===== src/rtl/spi_sif_pkg.sv =====
// rtl/spi_sif_pkg.sv - shared types and frame constants for the SPI register bridge
// Contents: FSM state enum, command-field bit positions, small helper function.
package spi_sif_pkg;

  typedef enum logic [2:0] {
    ST_IDLE,
    ST_CMD,
    ST_ADDR,
    ST_DATA,
    ST_HOLD
  } sif_state_t;

  // Command field: first bit on the wire is RNW (1=write), second is BURST.
  localparam int C_RNW_POS   = 0;
  localparam int C_BURST_POS = 1;
  localparam int C_CMD_BITS  = 2;

  function automatic int max2(input int a, input int b);
    return (a > b) ? a : b;
  endfunction

endpackage


===== src/rtl/spi_sif_sync.sv =====
// rtl/spi_sif_sync.sv - SPI pin synchroniser and SCL edge detector
// Ports:
//   CLK, RST           clock, synchronous active-high reset
//   csn_in/scl_in/sdi_in  raw SPI pins
//   csn                synchronised chip select level
//   sdi                synchronised data in, valid on smp_edge
//   csn_fall           one-cycle pulse on chip select assertion
//   smp_edge           one-cycle pulse on SCL leading (sample) edge
//   lch_edge           one-cycle pulse on SCL trailing (launch) edge
module spi_sif_sync #(
  parameter int P_CPOL = 0
) (
  input  logic CLK,
  input  logic RST,
  input  logic csn_in,
  input  logic scl_in,
  input  logic sdi_in,
  output logic csn,
  output logic sdi,
  output logic csn_fall,
  output logic smp_edge,
  output logic lch_edge
);

  localparam logic C_IDLE = (P_CPOL != 0);

  // Bit order in every stage: {csn, scl, sdi}
  logic [2:0] in_q;
  logic [2:0] sh1;
  logic [2:0] sh2;
  logic       scl_chg;

  always_ff @(posedge CLK) begin
    if (RST) begin
      in_q <= '0;
      sh1  <= '0;
      sh2  <= '0;
    end else begin
      in_q <= {csn_in, scl_in, sdi_in};
      sh1  <= in_q;
      sh2  <= sh1;
    end
  end

  assign csn      = sh1[2];
  assign csn_fall = sh2[2] & ~sh1[2];
  assign scl_chg  = sh1[1] ^ sh2[1];
  // Leading edge leaves the idle level, trailing edge returns to it.
  assign smp_edge = scl_chg && (sh1[1] != C_IDLE);
  assign lch_edge = scl_chg && (sh1[1] == C_IDLE);
  // Older stage: SDI as it stood just before SCL moved.
  assign sdi      = sh2[0];

endmodule


===== src/rtl/spi_burst_sif.sv =====
// rtl/spi_burst_sif.sv - SPI slave to register-bus bridge with burst read/write
// Optional feature macro: SPI_BURST_SIF_TOUT_EN (read-wait timeout)
// Ports:
//   CLK, RST                          clock, synchronous active-high reset
//   REG_WREN/REG_WADR/REG_WDAT        register write strobe, address, data
//   REG_RDEN/REG_RADR                 register read strobe, address
//   REG_RDAT/REG_RVLD                 register read data and its valid
//   SPI_CSN/SPI_SCL/SPI_SDI           SPI inputs
//   SPI_SDO/SPI_SDO_OE                SPI data out and its drive enable
//   RD_TOUT                           read timeout pulse
module spi_burst_sif
  import spi_sif_pkg::*;
#(
  parameter int P_ADDR_WIDTH = 8,
  parameter int P_DATA_WIDTH = 16,
  parameter int P_CPOL       = 0,
  parameter int P_RD_TOUT    = 15
) (
  input  logic                    CLK,
  input  logic                    RST,
  output logic                    REG_WREN,
  output logic [P_ADDR_WIDTH-1:0] REG_WADR,
  output logic [P_DATA_WIDTH-1:0] REG_WDAT,
  output logic                    REG_RDEN,
  output logic [P_ADDR_WIDTH-1:0] REG_RADR,
  input  logic [P_DATA_WIDTH-1:0] REG_RDAT,
  input  logic                    REG_RVLD,
  input  logic                    SPI_CSN,
  input  logic                    SPI_SCL,
  input  logic                    SPI_SDI,
  output logic                    SPI_SDO,
  output logic                    SPI_SDO_OE,
  output logic                    RD_TOUT
);

  localparam int AW  = P_ADDR_WIDTH;
  localparam int DW  = P_DATA_WIDTH;
  localparam int AW1 = AW - 1;
  localparam int DW1 = DW - 1;
  localparam int CW  = $clog2(max2(max2(AW, DW), C_CMD_BITS));

  logic csn_s, sdi_s, csn_fall, smp_edge, lch_edge;

  spi_sif_sync #(.P_CPOL(P_CPOL)) u_sync (
    .CLK      (CLK),
    .RST      (RST),
    .csn_in   (SPI_CSN),
    .scl_in   (SPI_SCL),
    .sdi_in   (SPI_SDI),
    .csn      (csn_s),
    .sdi      (sdi_s),
    .csn_fall (csn_fall),
    .smp_edge (smp_edge),
    .lch_edge (lch_edge)
  );

  sif_state_t    state, state_nxt;
  logic [CW-1:0] bit_cnt;
  logic          rnw, burst;
  logic [AW1-1:0] addr_sr;
  logic [DW1-1:0] data_sr;
  logic [AW-1:0] word_addr;
  logic [DW-1:0] rd_buf;   // load stage for the SDO shifter, filled by RVLD
  logic [DW-1:0] sdo_sr;
  logic          rd_pend;
  logic          rd_acc;
  logic          smp_ok, last_cmd, last_addr, last_data;

  assign smp_ok    = smp_edge && !csn_s;
  assign last_cmd  = (bit_cnt == CW'(C_CMD_BITS - 1));
  assign last_addr = (bit_cnt == CW'(AW - 1));
  assign last_data = (bit_cnt == CW'(DW - 1));
  assign rd_acc    = REG_RVLD && rd_pend;

  always_ff @(posedge CLK) begin
    if (RST) state <= ST_IDLE;
    else     state <= state_nxt;
  end

  always_comb begin
    state_nxt = state;
    case (state)
      ST_IDLE: if (csn_fall) state_nxt = ST_CMD;
      ST_CMD:  if (smp_ok && last_cmd) state_nxt = ST_ADDR;
      ST_ADDR: if (smp_ok && last_addr) state_nxt = ST_DATA;
      ST_DATA: if (smp_ok && last_data && !burst) state_nxt = ST_HOLD;
      ST_HOLD: state_nxt = ST_HOLD;
      default: state_nxt = ST_IDLE;
    endcase
    if (state != ST_IDLE && csn_s) state_nxt = ST_IDLE;
  end

  // Frame decode and register strobes
  always_ff @(posedge CLK) begin
    if (RST) begin
      bit_cnt   <= '0;
      rnw       <= 1'b0;
      burst     <= 1'b0;
      addr_sr   <= '0;
      data_sr   <= '0;
      word_addr <= '0;
      REG_WREN  <= 1'b0;
      REG_WADR  <= '0;
      REG_WDAT  <= '0;
      REG_RDEN  <= 1'b0;
      REG_RADR  <= '0;
    end else begin
      REG_WREN <= 1'b0;
      REG_RDEN <= 1'b0;
      if (state == ST_IDLE) begin
        bit_cnt <= '0;
        rnw     <= 1'b0;
        burst   <= 1'b0;
      end else if (smp_ok) begin
        case (state)
          ST_CMD: begin
            if (bit_cnt == CW'(C_RNW_POS)) rnw <= sdi_s;
            if (bit_cnt == CW'(C_BURST_POS)) burst <= sdi_s;
            bit_cnt <= last_cmd ? '0 : bit_cnt + CW'(1);
          end
          ST_ADDR: begin
            addr_sr <= AW1'({addr_sr, sdi_s});
            if (last_addr) begin
              bit_cnt   <= '0;
              word_addr <= {addr_sr, sdi_s};
              if (!rnw) begin
                REG_RDEN <= 1'b1;
                REG_RADR <= {addr_sr, sdi_s};
              end
            end else begin
              bit_cnt <= bit_cnt + CW'(1);
            end
          end
          ST_DATA: begin
            data_sr <= DW1'({data_sr, sdi_s});
            // First bit of a burst read word: prefetch the following word.
            if (!rnw && burst && bit_cnt == '0) begin
              REG_RDEN <= 1'b1;
              REG_RADR <= word_addr + AW'(1);
            end
            if (last_data) begin
              bit_cnt   <= '0;
              word_addr <= word_addr + AW'(1);
              if (rnw) begin
                REG_WREN <= 1'b1;
                REG_WADR <= word_addr;
                REG_WDAT <= {data_sr, sdi_s};
              end
            end else begin
              bit_cnt <= bit_cnt + CW'(1);
            end
          end
          default: ;
        endcase
      end
    end
  end

`ifdef SPI_BURST_SIF_TOUT_EN
  localparam int TW = $clog2(P_RD_TOUT + 1);
  logic [TW-1:0] tout_cnt;
  logic          rd_tout_q;
  assign RD_TOUT = rd_tout_q;
`else
  assign RD_TOUT = 1'b0;
`endif

  // Read data path: RVLD fills rd_buf; rd_buf moves into the shifter at
  // the launch edge that starts a word, so a prefetch never disturbs the
  // word currently on the wire.
  always_ff @(posedge CLK) begin
    if (RST) begin
      rd_pend    <= 1'b0;
      rd_buf     <= '0;
      sdo_sr     <= '0;
      SPI_SDO    <= 1'b0;
      SPI_SDO_OE <= 1'b0;
`ifdef SPI_BURST_SIF_TOUT_EN
      tout_cnt   <= '0;
      rd_tout_q  <= 1'b0;
`endif
    end else begin
      SPI_SDO_OE <= (state_nxt == ST_DATA) && !rnw;
`ifdef SPI_BURST_SIF_TOUT_EN
      rd_tout_q <= 1'b0;
`endif
      if (state == ST_IDLE) begin
        rd_pend <= 1'b0;
        rd_buf  <= '0;
        sdo_sr  <= '0;
        SPI_SDO <= 1'b0;
      end else begin
        // A same-cycle RVLD belongs to the older read; the new one stays pending.
        rd_pend <= (rd_pend && !REG_RVLD) || REG_RDEN;
        if (lch_edge && !csn_s && state == ST_DATA && !rnw) begin
          if (bit_cnt == '0) begin
            SPI_SDO <= rd_buf[DW-1];
            sdo_sr  <= rd_buf << 1;
            rd_buf  <= '0;
          end else begin
            SPI_SDO <= sdo_sr[DW-1];
            sdo_sr  <= sdo_sr << 1;
          end
        end
        if (rd_acc) rd_buf <= REG_RDAT;
`ifdef SPI_BURST_SIF_TOUT_EN
        if (REG_RDEN) begin
          tout_cnt <= TW'(1);
        end else if (rd_pend && !REG_RVLD) begin
          if (tout_cnt == TW'(P_RD_TOUT - 1)) begin
            tout_cnt  <= '0;
            rd_tout_q <= 1'b1;
            rd_buf    <= '1;
            rd_pend   <= 1'b0;
          end else begin
            tout_cnt <= tout_cnt + TW'(1);
          end
        end
`endif
      end
    end
  end

endmodule


===== config.mk =====
export PLATFORM = sky130hd
export DESIGN_NAME = spi_burst_sif
export DESIGN_NICKNAME = d
export VERILOG_FILES = /design/src/rtl/spi_sif_pkg.sv /design/src/rtl/spi_sif_sync.sv /design/src/rtl/spi_burst_sif.sv
export SDC_FILE = /design/constraint.sdc
export NUM_CORES = 1
export LEC_CHECK = 0
export ABC_AREA = 0
export CAP_MARGIN = 25
export CORE_ASPECT_RATIO = 0.5
export CORE_MARGIN = 1
export CORE_UTILIZATION = 59
export CTS_CLUSTER_DIAMETER = 80
export DETAILED_ROUTE_END_ITERATION = 6
export PLACE_DENSITY = 0.86
export SLEW_MARGIN = 20
export SYNTH_ARGS = -nofsm -noshare
export SYNTH_HDL_FRONTEND = slang
export SYNTH_SLANG_ARGS = --single-unit
export TNS_END_PERCENT = 50

===== constraint.sdc =====
create_clock -name CLK -period 3.8 [get_ports CLK]
set_input_delay 0.38 -clock CLK [delete_from_list [all_inputs] [get_ports CLK]]
set_output_delay 0.38 -clock CLK [all_outputs]
set_load 0.01 [all_outputs]

**After elaboration in Yosys (flattened, before gate mapping)**

Index checks and enable logic that the tools add are counted.

- Register bits after elaboration: 117
- Bits of input ports: 22
- Output and inout bits: 37

- Add/subtract/negate cells: 2
- Eq/ne operators: 12
- Multiplexer cells: 27
- Bitwise operators: 8
- Reductions and logical operators: 40

Operators by type and width:

| cell | number |
|---|---|
| $mux W16 | 4 |
| $mux W8 | 5 |
| $pmux W8 S2 | 2 |
| $logic_and A1 B1 Y1 | 16 |
| $mux W3 | 5 |
| $pmux W3 S5 | 1 |
| $mux W4 | 3 |
| $pmux W4 S3 | 1 |
| $reduce_and A3 Y1 | 4 |
| $reduce_and A5 Y1 | 2 |
| $eq A3 B2 Y1 const B | 3 |
| $add A8 B1 Y8 const B | 1 |
| $ne A2 B2 Y1 const B | 4 |
| $not A1 Y1 | 6 |
| $reduce_and A6 Y1 | 1 |
| $reduce_bool A2 Y1 | 3 |
| $reduce_bool A3 Y1 | 2 |
| $mux W1 | 5 |
| $reduce_or A5 Y1 | 1 |
| $add A4 B1 Y4 const B | 1 |
| $eq A4 B1 Y1 const B | 1 |
| $eq A4 B3 Y1 const B | 1 |
| $eq A4 B4 Y1 const B | 1 |
| $logic_not A1 Y1 | 4 |
| 11 further kinds | 12 |

**Longest topological paths before layout**

Gate-level depths: netlist of the first run.

- Depth after elaboration: 10
- Mapped depth: 7

**Hierarchy**

A second synthesis of the first run with hierarchy kept.

- Cell total of the unflattened synthesis: 493
- Area total of the unflattened synthesis: 4710.8 um^2

By module, submodules not included:

| module | times used | cells an instance | area an instance (um^2) | seq. area each (um^2) |
|---|---|---|---|---|
| spi_burst_sif | 1 | 472 | 4455.5 | 2142.1 |
| spi_sif_sync | 1 | 21 | 255.2 | 180.2 |

**Worst setup path before layout of the first run**

Ideal clock, no wire load.

- Path type: register -> register
- From: register u_sync.sh1[2]
- To: register bit_cnt[3]
- Data arrival time: 1.735 ns
- Required time: 3.730 ns
- Path slack: 1.995 ns
- Cell stages (with the launch flop): 6
- Buffers on the path: 1
- Path through: dfxtp_1 > or3b_1 > buf_6 > a211o_1 > or4_1 > a21oi_1

- Longest elaborated chain between the ends: 3

Ends and longest elaborated chain:

| element | line | RTL |
|---|---|---|
| start: declaration | spi_sif_sync.sv:29 | `logic [2:0] sh1;` |
| start signal: assignment | spi_sif_sync.sv:40 | `sh1 <= in_q;` |
| $logic_not A1 Y1 | spi_burst_sif.sv:69 | `assign smp_ok = smp_edge && !csn_s;` |
| $logic_and A1 B1 Y1 | spi_burst_sif.sv:69 |  |
| $reduce_and A2 Y1 (no source line) | -- |  |
| end signal: assignment | spi_burst_sif.sv:119 | `bit_cnt <= last_cmd ? '0 : bit_cnt + CW'(1);` |
| end signal: assignment | spi_burst_sif.sv:131 | `bit_cnt <= bit_cnt + CW'(1);` |
| end signal: assignment | spi_burst_sif.sv:150 | `bit_cnt <= bit_cnt + CW'(1);` |
| end: declaration | spi_burst_sif.sv:58 | `logic [CW-1:0] bit_cnt;` |

No other way between the ends.
A chain may end at the register's enable or synchronous reset.

**Worst setup path in the final report of the first run**

- From: register u_sync.sh1[1]
- To: register REG_WDAT[14]

- Longest elaborated chain between the ends: 4

Ends and longest elaborated chain:

| element | line | RTL |
|---|---|---|
| $xor A1 B1 Y1 | spi_sif_sync.sv:47 | `assign scl_chg = sh1[1] ^ sh2[1];` |
| $logic_and A1 B1 Y1 (*) | spi_sif_sync.sv:49 | `assign smp_edge = scl_chg && (sh1[1] != C_IDLE);` |
| $logic_and A1 B1 Y1 (*) | spi_burst_sif.sv:69 |  |
| $reduce_and A5 Y1 (no source line) (*) | -- |  |
| end signal: assignment | spi_burst_sif.sv:147 | `REG_WDAT <= {data_sr, sdi_s};` |
| end: declaration | spi_burst_sif.sv:23 | `output logic [P_DATA_WIDTH-1:0] REG_WDAT,` |

Mark *: on every way between the ends. The rest lies on a longest branch, timed or not.

==> metrics, run 1 <==
status=complete, no violations; reg2reg end=REG_WDAT[14]; DR WL/cell=15.09 um; unrepaired setup endpoints after global routing=false; Clock power frac=54.4%; worst-case hold path end point=addr_sr[3]; setup_tns=0 ns; hold path depth=2; final HPWL from detailed placement=6401 um; Crit path max-delay family=simple AND/OR/NAND/NOR gates; Syn-to-layout area delta=24.51%; Startpoint Class=flop; share of cells above drive strength 1=8.673%; worst vdd ir=0.3038 mV; row cnt=22; Yosys cell types=54; final hold vios=0; crit path DAT=2.71 ns; post-CTS setup buffer count=0; Worst EP required=4.13 ns; number of synthesized flops with an enable pin=0; commonest non-fill, non-tap cell in the layout=dfxtp_1; simple-gate share of the synthesized area=20.72%; H-tree levels=4; worst rel slew slack=39.44%; 1st-iter DRT viols=293; most frequent cells in the layout=dfxtp_1 (116), nand2_1 (93), nor2_1 (56), clkdlybuf4s50_1 (56), a21oi_1 (54); complex-gate fraction of the synthesized area=15.82%; Int Power=2.227 mW; Clock Latency Late Sink=0.42 ns; I/O Buffers=57; max cap viols=0; DR vias=3942; TritonCTS Buffers=17; Hold Path Class=input port to flop; Comb power frac=1.8%; first-pass GRT wire length=17340 um; buffer and inverter count on the worst path=0; Flop pwr share=43.8%; Period minus WS final=2.378 ns; FF+latch count, synth=116; all-layer global routing usage=27.58%; CP Cell Sequence=nor3b_1 > and3_1 > nand2_1 > a21oi_1; Crit-path slowest cell=and3_1; number of global-route vias before repair=3558; total core area=7487 um^2; DR pass1 iterations=5; syn avg cell area=8.726 um^2; post-synthesis mux area share=6.511%; ANT cells=0; final slew viol count=0; Final Core Density=77.34%; grt ovf=0; CP Capture Type=flop; Die Width=127.6 um; reg2reg start=u_sync.sh1[1]; Placed Cells=662; Layout Cells excl Fill=696; Clk pin slew, worst setup/hold paths=0.05 ns; initial antenna violation count=0; PD cells=483.6 nW/um^2; Final WS setup=1.422 ns; CP max FO=24; Worst R2R Path Depth=4; Largest stage delay, worst path=0.85 ns; Cells after Synth=533; P_sw=0.5735 mW; Async SR Flop Fraction=0%; pre-CTS setup slack=1.574 ns; CTS sink cnt=116; GP Congestion=0.8429; Slew @ Worst Pin=0.9064 ns; DIE AREA=8263 um^2; critical setup path kind=flop to flop; Sw Ratio=20.48%; XOR/XNOR Fraction of Synth Area=0.7533%; Hold Crit Start=RST; post-synthesis adder-cell area fraction=1.291%; clock skew=0.01019 ns; Seq/Total Area, Yosys=49.93%; DR DRC count=0; Net count, final=601; post-CTS resize count=0; Starting Density=62.12%; Root Buffer=clkbuf_16; Synth Flop Type=dfxtp_1; largest net degree at the start of global routing=58; CTS Hold Bufs=0; CTS tree=done; final wirelength=10510 um; Static Leak=2.079 nW; Ports=59; Post-DRT Antenna Nets=0; yosys warns=0; Clock Tree Buf Depth=2; Achievable Freq=420.5 MHz; Via-to-Cell Ratio=5.664; Synth Cell Area=4651 um^2; Final Setup Violations=0; R2R setup slack=1.42 ns; post-synth net total=559; main combinational cell family by area after synthesis=simple AND/OR/NAND/NOR gates; Final Cycle Share=62.58%; die span in y=64.78 um
-- cell families (layout without fill, tap and decap cells) --
kind of cell | Yosys count | count (layout)
xor+xnor | 4 | 4
buf+inv | 48 | 103
fa+ha+maj | 5 | 5
other cells | 1 | 1
flops | 116 | 116
mux | 30 | 30
simple gates | 211 | 211
compound gates | 118 | 118
-- synth_stat cells, types with 4 or more instances --
| library cell | count | area share, % |
|---|---|---|
| a211oi_1 | 15 | 2.4 |
| a21oi_1 | 54 | 5.8 |
| a22oi_1 | 17 | 2.7 |
| buf_2 | 8 | 0.86 |
| buf_4 | 4 | 0.65 |
| clkbuf_1 | 23 | 1.9 |
| dfxtp_1 | 116 | 50 |
| ha_1 | 4 | 1.1 |
| inv_1 | 7 | 0.57 |
| mux2i_1 | 28 | 6.0 |
| nand2_1 | 93 | 7.5 |
| nand2b_1 | 4 | 0.54 |
| nand3_1 | 9 | 0.97 |
| nand4_1 | 4 | 0.54 |
| nor2_1 | 56 | 4.5 |
| nor2b_1 | 9 | 1.2 |
| nor3_1 | 6 | 0.65 |
| o21ai_0 | 8 | 0.86 |
| o22ai_1 | 8 | 1.1 |
-- final cells by class --
class,count,area [um^2]
flip-flops and latches,116,2322
clock buffers,24,501.7
fillers,530,1697
multi-input cells,369,2106
repair buffers,64,625.6
clock inverters,8,73.82
inverters,7,26.28
well taps,108,135.1
-- worst reg2reg max path, stage by stage, from the launching register on --
cell and delay (ns):
dfxtp_1 0.37, nor3b_1 0.76, and3_1 0.85, nand2_1 0.15, a21oi_1 0.17
-- flip-flops by register name, indices dropped and copies added (netlist names) --
register / flops
u_sync.in_q: 3
rd_pend: 1
rnw: 1
u_sync.sh1: 3
addr_sr: 7
SPI_SDO_OE: 1
data_sr: 15
rd_buf: 16
REG_WADR: 8
word_addr: 8
burst: 1
REG_RDEN: 1
u_sync.sh2: 3
state: 3
SPI_SDO: 1
REG_WDAT: 16
REG_WREN: 1
REG_RADR: 8
bit_cnt: 4
sdo_sr: 15
-- worst max path at each step --
stage                             start           end  cells after the start
after floorplan           u_sync.sh1[2]    bit_cnt[3]                      5
after global placement         REG_RVLD     rd_buf[3]                      6
after detailed placement  u_sync.sh1[2]  REG_WDAT[14]                      4
after CTS                 u_sync.sh1[1]  REG_WDAT[14]                      4
after global routing      u_sync.sh1[2]  REG_WDAT[14]                      4
final                     u_sync.sh1[1]  REG_WDAT[14]                      4
-- per-stage QoR --
stage / instance area [um^2] / power, mW / hold slack, ns
after detailed placement: 5192 / 1.300 / 0.4308
after global routing: 5791 / 2.880 / 0.2880
final: 5791 / 2.800 / 0.2920
after global placement: 5192 / 1.299 / 0.4226
after CTS: 5768 / 2.813 / 0.2838
after floorplan: 4651 / 1.274 / 0.4138
-- power by group through the flow --
stage          Clock, mW  Sequential (mW)  Combinational [mW]
3_3_place_gp           0             1.25              0.0488
3_5_place_dp           0             1.25              0.0493
4_1_cts             1.54             1.23              0.0500
5_1_grt             1.60             1.22              0.0543
6_report            1.52             1.23              0.0505
2_1_floorplan          0             1.25              0.0255
-- routing by layer --
layer | share of wire [%] | vias to the layer above | wire length (um) | global-route usage [%]
met2 | 46 | 177 | 4853 | 43.72
li1 | - | 1935 | - | -
met4 | 1.6 | 0 | 163 | 11.16
met5 | 0 | - | 0 | 0
met1 | 45 | 1813 | 4706 | 35.09
met3 | 7.5 | 17 | 783 | 8.753
No activity file was read; power rests on OpenSTA's default activity.
==> inputs of run 2 (changes only) <==
--- a/config.mk
+++ b/config.mk
@@ -9,10 +9,10 @@
 export CAP_MARGIN = 25
 export CORE_ASPECT_RATIO = 0.5
 export CORE_MARGIN = 1
-export CORE_UTILIZATION = 59
+export CORE_UTILIZATION = 49
 export CTS_CLUSTER_DIAMETER = 80
 export DETAILED_ROUTE_END_ITERATION = 6
-export PLACE_DENSITY = 0.86
+export PLACE_DENSITY = 0.77
 export SLEW_MARGIN = 20
 export SYNTH_ARGS = -nofsm -noshare
 export SYNTH_HDL_FRONTEND = slang
==> constraint.sdc (replaced) <==
create_clock -name CLK -period 1.9 [get_ports CLK]
set_input_delay 0.19 -clock CLK [delete_from_list [all_inputs] [get_ports CLK]]
set_output_delay 0.19 -clock CLK [all_outputs]
set_load 0.01 [all_outputs]
==> run 2 against run 1 <==
Global-route usage shrank 4.9 points. Non-clock buffer count grew 19. Via count shrank 0.58%. Critical path depth is the same. Clock skew shrank 0.0040 ns. Routed wire length shrank 1.5%. Sequential power grew 99%. Core utilization shrank 10 points. Clock power grew 110%.
==> metrics, run 2 (synthesis results as in run 1) <==
CP Capture Type=flop; first-pass GRT wire length=17650 um (+1.8%); DP Area=5396 um^2 (+3.9%); CTS sink cnt=116 (unchanged); DR WL/cell=14.29 um (-5.3%); Largest stage delay, worst path=0.50 ns (-0.35 ns); DR DRC count=0 (unchanged); Worst R2R Path Depth=4 (unchanged); Worst setup endpoint=bit_cnt[3]; reg2reg end=bit_cnt[3]; worst vdd ir=0.5919 mV (+95%); Final Cycle Share=94.58% (+32 points); total core area=8949 um^2 (+20%); Ports=59 (unchanged); reg2reg start=u_sync.sh1[1]; Crit path depth=4 (unchanged); Crit path max-delay family=simple AND/OR/NAND/NOR gates; Hold Path Class=input port to flop; Clock Tree Buf Depth=2 (unchanged); TritonCTS Buffers=17 (unchanged); buffer and inverter count on the worst path=0 (unchanged); initial antenna violation count=0 (unchanged); crit path DAT=2.13 ns (-0.58 ns); Worst EP required=2.23 ns (-1.90 ns); Startpoint Class=flop; Static Leak=2.201 nW (+5.9%); share of cells above drive strength 1=13.01% (+4.3 points); PD cells=944.7 nW/um^2 (+95%); grt ovf=0 (unchanged); Clk pin slew, worst setup/hold paths=0.05 ns (about the same); final wirelength=10350 um (-1.5%); Via-to-Cell Ratio=5.413 (-4.4%); DR pass1 iterations=7 (+2); commonest non-fill, non-tap cell in the layout=dfxtp_1; status=complete, no violations; setup_tns=0 ns (unchanged); clock skew=0.006213 ns (-0.003980 ns); unrepaired setup endpoints after global routing=false; final slew viol count=0 (unchanged); critical setup path kind=flop to flop; Net count, final=620 (+3.2%); final hold vios=0 (unchanged); DIE AREA=9909 um^2 (+20%); 1st-iter DRT viols=230 (-22%); Period minus WS final=1.797 ns (-0.5810 ns); DR vias=3919 (-0.58%); Clock Latency Late Sink=0.41 ns (about the same); Final Setup Violations=0 (unchanged); largest net degree at the start of global routing=38 (-34%); CTS tree=done; Root Buffer=clkbuf_16; Starting Density=51.97% (-10 points); most frequent cells in the layout=dfxtp_1 (113), nand2_1 (93), clkdlybuf4s50_1 (56); GP Congestion=0.8552 (+1.5%); max cap viols=0 (unchanged); H-tree levels=4 (unchanged); row cnt=24 (+9.1%); I/O Buffers=57 (unchanged); die span in y=70.89 um (+9.4%); CP max FO=7 (-71%); post-route cell area=6012 um^2 (+3.8%); Achievable Freq=556.5 MHz (+32%); CP Cell Sequence=or3b_4 > a211o_1 > or4_1 > a21oi_1; number of global-route vias before repair=3697 (+3.9%); final HPWL from detailed placement=6520 um (+1.8%); total power=5.679 mW (+100%); Die Width=139.8 um (+9.6%); Syn-to-layout area delta=29.27%; ANT cells=0 (unchanged); R2R setup slack=0.10 ns (-1.32 ns); CP Launch Point=u_sync.sh1[1]; all-layer global routing usage=22.68% (-4.9 points); top flop regs=REG_WDAT: 16 flops, rd_buf: 16 flops; Post-DRT Antenna Nets=0 (unchanged); Crit-path slowest cell=or4_1
[run 2: cell count changes in the layout (fill, tap and decap cells not counted), sizes merged]
| cell | change |
|---|---|
| inv | +4 |
| clkbuf | -7 |
| bufinv | +1 |
| buf | +19 |
| clkinv | +2 |
[run 2: routing by layer]
layer	global-route usage (%)	routed length, um	up-vias
met5	0	0	-
met3	6.026	518	13
li1	-	-	1974
met4	10.62	138	0
met1	29.61	5060	1817
met2	35.44	4630	115
[run 2: worst min path at each step]
stage                   start             end  slack (ns)  cells after the start
4_1_cts                   RST   u_sync.sh2[2]        0.19                      2
5_1_grt                   RST      addr_sr[4]        0.22                      2
3_5_place_dp   u_sync.in_q[1]   u_sync.sh1[1]        0.43                      1
3_3_place_gp    u_sync.sh1[0]   u_sync.sh2[0]        0.43                      1
2_1_floorplan         SPI_SDI  u_sync.in_q[0]        0.32                      1
6_report                  RST   u_sync.sh2[2]        0.21                      2
[run 2: report_power, final]
part	switching, mW	leakage (nW)	internal [mW]	total (mW)
logic	0.0560	0.980	0.0579	0.114
clock network	1.18	0.284	1.94	3.12
registers	0.00503	0.937	2.44	2.45
total	1.24	2.20	4.44	5.68
[run 2: final cells by class]
class,instances,area (um^2)
Fill cell,737,2937
Sequential cell,116,2326
Multi-Input combinational cell,369,2121
Timing Repair Buffer,83,810.8
Clock buffer,17,425.4
Clock inverter,15,156.4
Tap cell,117,146.4
Inverter,7,26.28
[run 2: timing repair]
item | CTS | global route
buffers inserted | 0 | 2
hold buffers | 0 | 0
pin swaps | 0 | 0
endpoints found under the setup margin | 1 | 11
endpoints found under the hold margin | 0 | 0
resized for setup | 1 | 7
[run 2: worst register-to-register path, stage by stage (launching register included)]
cell and delay, ns:
dfxtp_2 0.34, or3b_4 0.42, a211o_1 0.32, or4_1 0.50
a21oi_1 0.15
[run 2: stage by stage]
step | setup slack, ns | instances | utilization (%) | hold slack (ns)
after floorplan | 0.09493 | 533 | - | 0.3182
after global placement | 0.04789 | 690 | 60.30 | 0.4256
after detailed placement | 0.01411 | 690 | 60.30 | 0.4256
after CTS | 0.05852 | 722 | 66.83 | 0.1863
after global routing | 0.008022 | 724 | 67.18 | 0.2162
final | 0.1029 | 724 | 67.18 | 0.2077
==> inputs of run 3 (changes only) <==
--- a/config.mk
+++ b/config.mk
@@ -12,6 +12,8 @@
 export CORE_UTILIZATION = 49
 export CTS_CLUSTER_DIAMETER = 80
 export DETAILED_ROUTE_END_ITERATION = 6
+export GPL_TIMING_DRIVEN = 0
+export MAX_ROUTING_LAYER = met4
 export PLACE_DENSITY = 0.77
 export SLEW_MARGIN = 20
 export SYNTH_ARGS = -nofsm -noshare
==> run 3 against run 2 <==
The flow now finishes with violations (negative setup slack). First-iteration DRC count down 7.8%. Critical path depth rose by 1. Global-route usage rose by 1.5 points. Flip-flop and latch count unchanged. Worst setup slack worse by 0.12 ns. Worst hold slack improved by 0.13 ns. Critical path type unchanged. Critical endpoint unchanged. Largest power group unchanged. Highest routed layer unchanged.
==> metrics, run 3 (synthesis results as in run 1) <==
initial antenna violation count=0 (unchanged); met2 usage=37.56% (+2.1 points); Clock power frac=54.6% (-0.3 points); Static Leak=2.210 nW (+0.41%); Final WS setup=-0.01872 ns (-0.1216 ns); ANT cells=0 (unchanged); Ports=59 (unchanged); H-tree levels=4 (unchanged); Post-DRT Antenna Nets=0 (unchanged); CP Cell Sequence=or3b_4 > buf_6 > a211o_1 > or4_1 > a21oi_1; DR vias=3999 (+2.0%); Placed Cells=707 (+2.5%); Final Setup Violations=2 (+2); Clock Latency Late Sink=0.41 ns (about the same); Flop pwr share=43.4% (+0.3 points); crit path DAT=2.25 ns (+0.12 ns); P_sw=1.140 mW (-8.2%); CP Launch Point=u_sync.sh1[2]; Period minus WS final=1.919 ns (+0.1216 ns); worst vdd ir=0.6708 mV (+13%); 1st-iter DRT viols=212 (-7.8%); max cap viols=0 (unchanged); buffer and inverter count on the worst path=1 (+1); Root Buffer=clkbuf_16; worst-case hold path end point=u_sync.in_q[1]; register area=2327 um^2 (about the same); final slew viol count=0 (unchanged); top flop regs=REG_WDAT: 16 flops, rd_buf: 16 flops; critical setup path kind=flop to flop; Startpoint Class=flop; Slew @ Worst Pin=0.5091 ns; hold path depth=2 (unchanged); Crit path max-delay family=simple AND/OR/NAND/NOR gates; commonest non-fill, non-tap cell in the layout=dfxtp_1; Largest stage delay, worst path=0.50 ns (about the same); row cnt=24 (unchanged); total core area=8949 um^2 (unchanged); all-layer global routing usage=24.21% (+1.5 points); Layout Cells excl Fill=741 (+2.3%); number of global-route vias before repair=3834 (+3.7%); status=finished with violations; grt ovf=0 (unchanged); Hold Path Class=input port to flop; Comb power frac=2.1% (about the same); Achievable Freq=521.2 MHz (-6.3%); I/O Buffers=57 (unchanged); CP Capture Type=flop; worst rel slew slack=65.91%; fillers=734 (-0.41%); final HPWL from detailed placement=7293 um (+12%); Hold Crit Start=SPI_SCL; Worst EP required=2.23 ns (about the same); R2R setup slack=-0.02 ns (-0.12 ns); GRT busiest layer=met2; die span in y=70.89 um (unchanged); met3 Use GR=6.093% (+0.068 points); DIE AREA=9909 um^2 (unchanged); clock skew=0.008152 ns (+0.001938 ns); Worst R2R Path Depth=5 (+1); GP Congestion=0.9037 (+5.7%); reg2reg start=u_sync.sh1[2]; share of cells above drive strength 1=14.58% (+1.6 points); reg2reg end=bit_cnt[3]; CP max FO=9 (+2); first-pass GRT wire length=18360 um (+4.0%); final wirelength=10840 um (+4.8%); Int Power=4.511 mW (+1.7%); Starting Density=51.97% (unchanged); Final Cycle Share=101.0% (+6.4 points); largest net degree at the start of global routing=17 (-55%); CTS tree=done; DR DRC count=0 (unchanged); Via-to-Cell Ratio=5.397 (-0.30%); TritonCTS Buffers=17 (unchanged); PD cells=929.1 nW/um^2 (-1.6%); Clk pin slew, worst setup/hold paths=0.05 ns (about the same); Clock Tree Buf Depth=2 (unchanged); DR WL/cell=14.63 um (+2.4%); unrepaired setup endpoints after global routing=true; DR pass1 iterations=4 (-3); final hold vios=0 (unchanged); Die Width=139.8 um (unchanged); Syn-to-layout area delta=30.78%; Net count, final=639 (+3.1%); CTS sink cnt=116 (unchanged); grt met1 use=30.80% (+1.2 points); failing checks=negative setup slack; Sw Ratio=20.17% (-1.7 points); Multi-input gate area=2170 um^2 (+2.3%); setup_tns=-0.02013 ns (-0.02013 ns); Crit-path slowest cell=or4_1; most frequent cells in the layout=dfxtp_1 (112), nand2_1 (93), clkdlybuf4s50_1 (57)
[run 3: cell types whose count changed in the layout (fill, tap and decap cells not counted), moves of 3 or more]
cell,previous run,this run
clkbuf_1,0,14
clkbuf_2,0,9
buf_4,22,15
buf_12,4,0
inv_6,4,0
buf_6,0,3
clkbuf_8,0,3
clkinv_4,3,0
[run 3: power groups by stage]
| stage | Clock [mW] | Sequential [mW] | Combinational (mW) |
|---|---|---|---|
| after floorplan | 0 | 2.50 | 0.0511 |
| after global placement | 0 | 2.50 | 0.111 |
| after detailed placement | 0 | 2.50 | 0.112 |
| after CTS | 3.12 | 2.45 | 0.113 |
| after global routing | 3.23 | 2.45 | 0.128 |
| final | 3.08 | 2.45 | 0.117 |
[run 3: final cells by class]
| class | count | share of cell area, % |
|---|---|---|
| multi-input cells | 369 | 35.67 |
| inverters | 7 | 0.4320 |
| flip-flops and latches | 116 | 38.26 |
| repair buffers | 63 | 10.12 |
| well taps | 117 | 2.407 |
| clock buffers | 21 | 7.735 |
| plain buffers | 39 | 3.641 |
| clock inverters | 9 | 1.728 |
[run 3: how the worst max path moves through the flow]
stage / endpoint / cells past startpoint
after global placement: rd_buf[6] / 7
after detailed placement: rd_buf[11] / 7
after global routing: sdo_sr[6] / 6
after CTS: rd_buf[8] / 6
final: bit_cnt[3] / 5
after floorplan: bit_cnt[3] / 5
[run 3: worst reg2reg max path, stage by stage, from the launching register on]
cell and delay (ns):
dfxtp_2 0.35, or3b_4 0.40, buf_6 0.15, a211o_1 0.29
or4_1 0.50, a21oi_1 0.15
[run 3: metal layers]
layer,share of wire (%),wire length [um],up-vias
li1,-,-,2002
met1,48,5248,1872
met2,46,4977,112
met3,4.8,521,13
met4,0.88,95,0
met5,0,0,-
[run 3: repair_timing]
item                                    in CTS  in global routing
gates resized for setup                     15                 27
endpoints found under the setup margin      78                 97
hold buffers                                 0                  0
setup buffers                                0                  6
pin swaps                                    0                  1
[run 3: stage by stage]
stage          area (um^2)  utilization, %  setup WS, ns  total power [mW]  hold WS (ns)
5_1_grt               6082           67.97       -0.1006             5.810        0.3503
3_5_place_dp          5368           59.98       -0.3468             2.611        0.4285
2_1_floorplan         4651               -       0.09493             2.549        0.3182
4_1_cts               5974           66.76       -0.1588             5.679        0.3269
6_report              6082           67.97      -0.01872             5.651        0.3351
3_3_place_gp          5368           59.98       -0.3176             2.611        0.4204
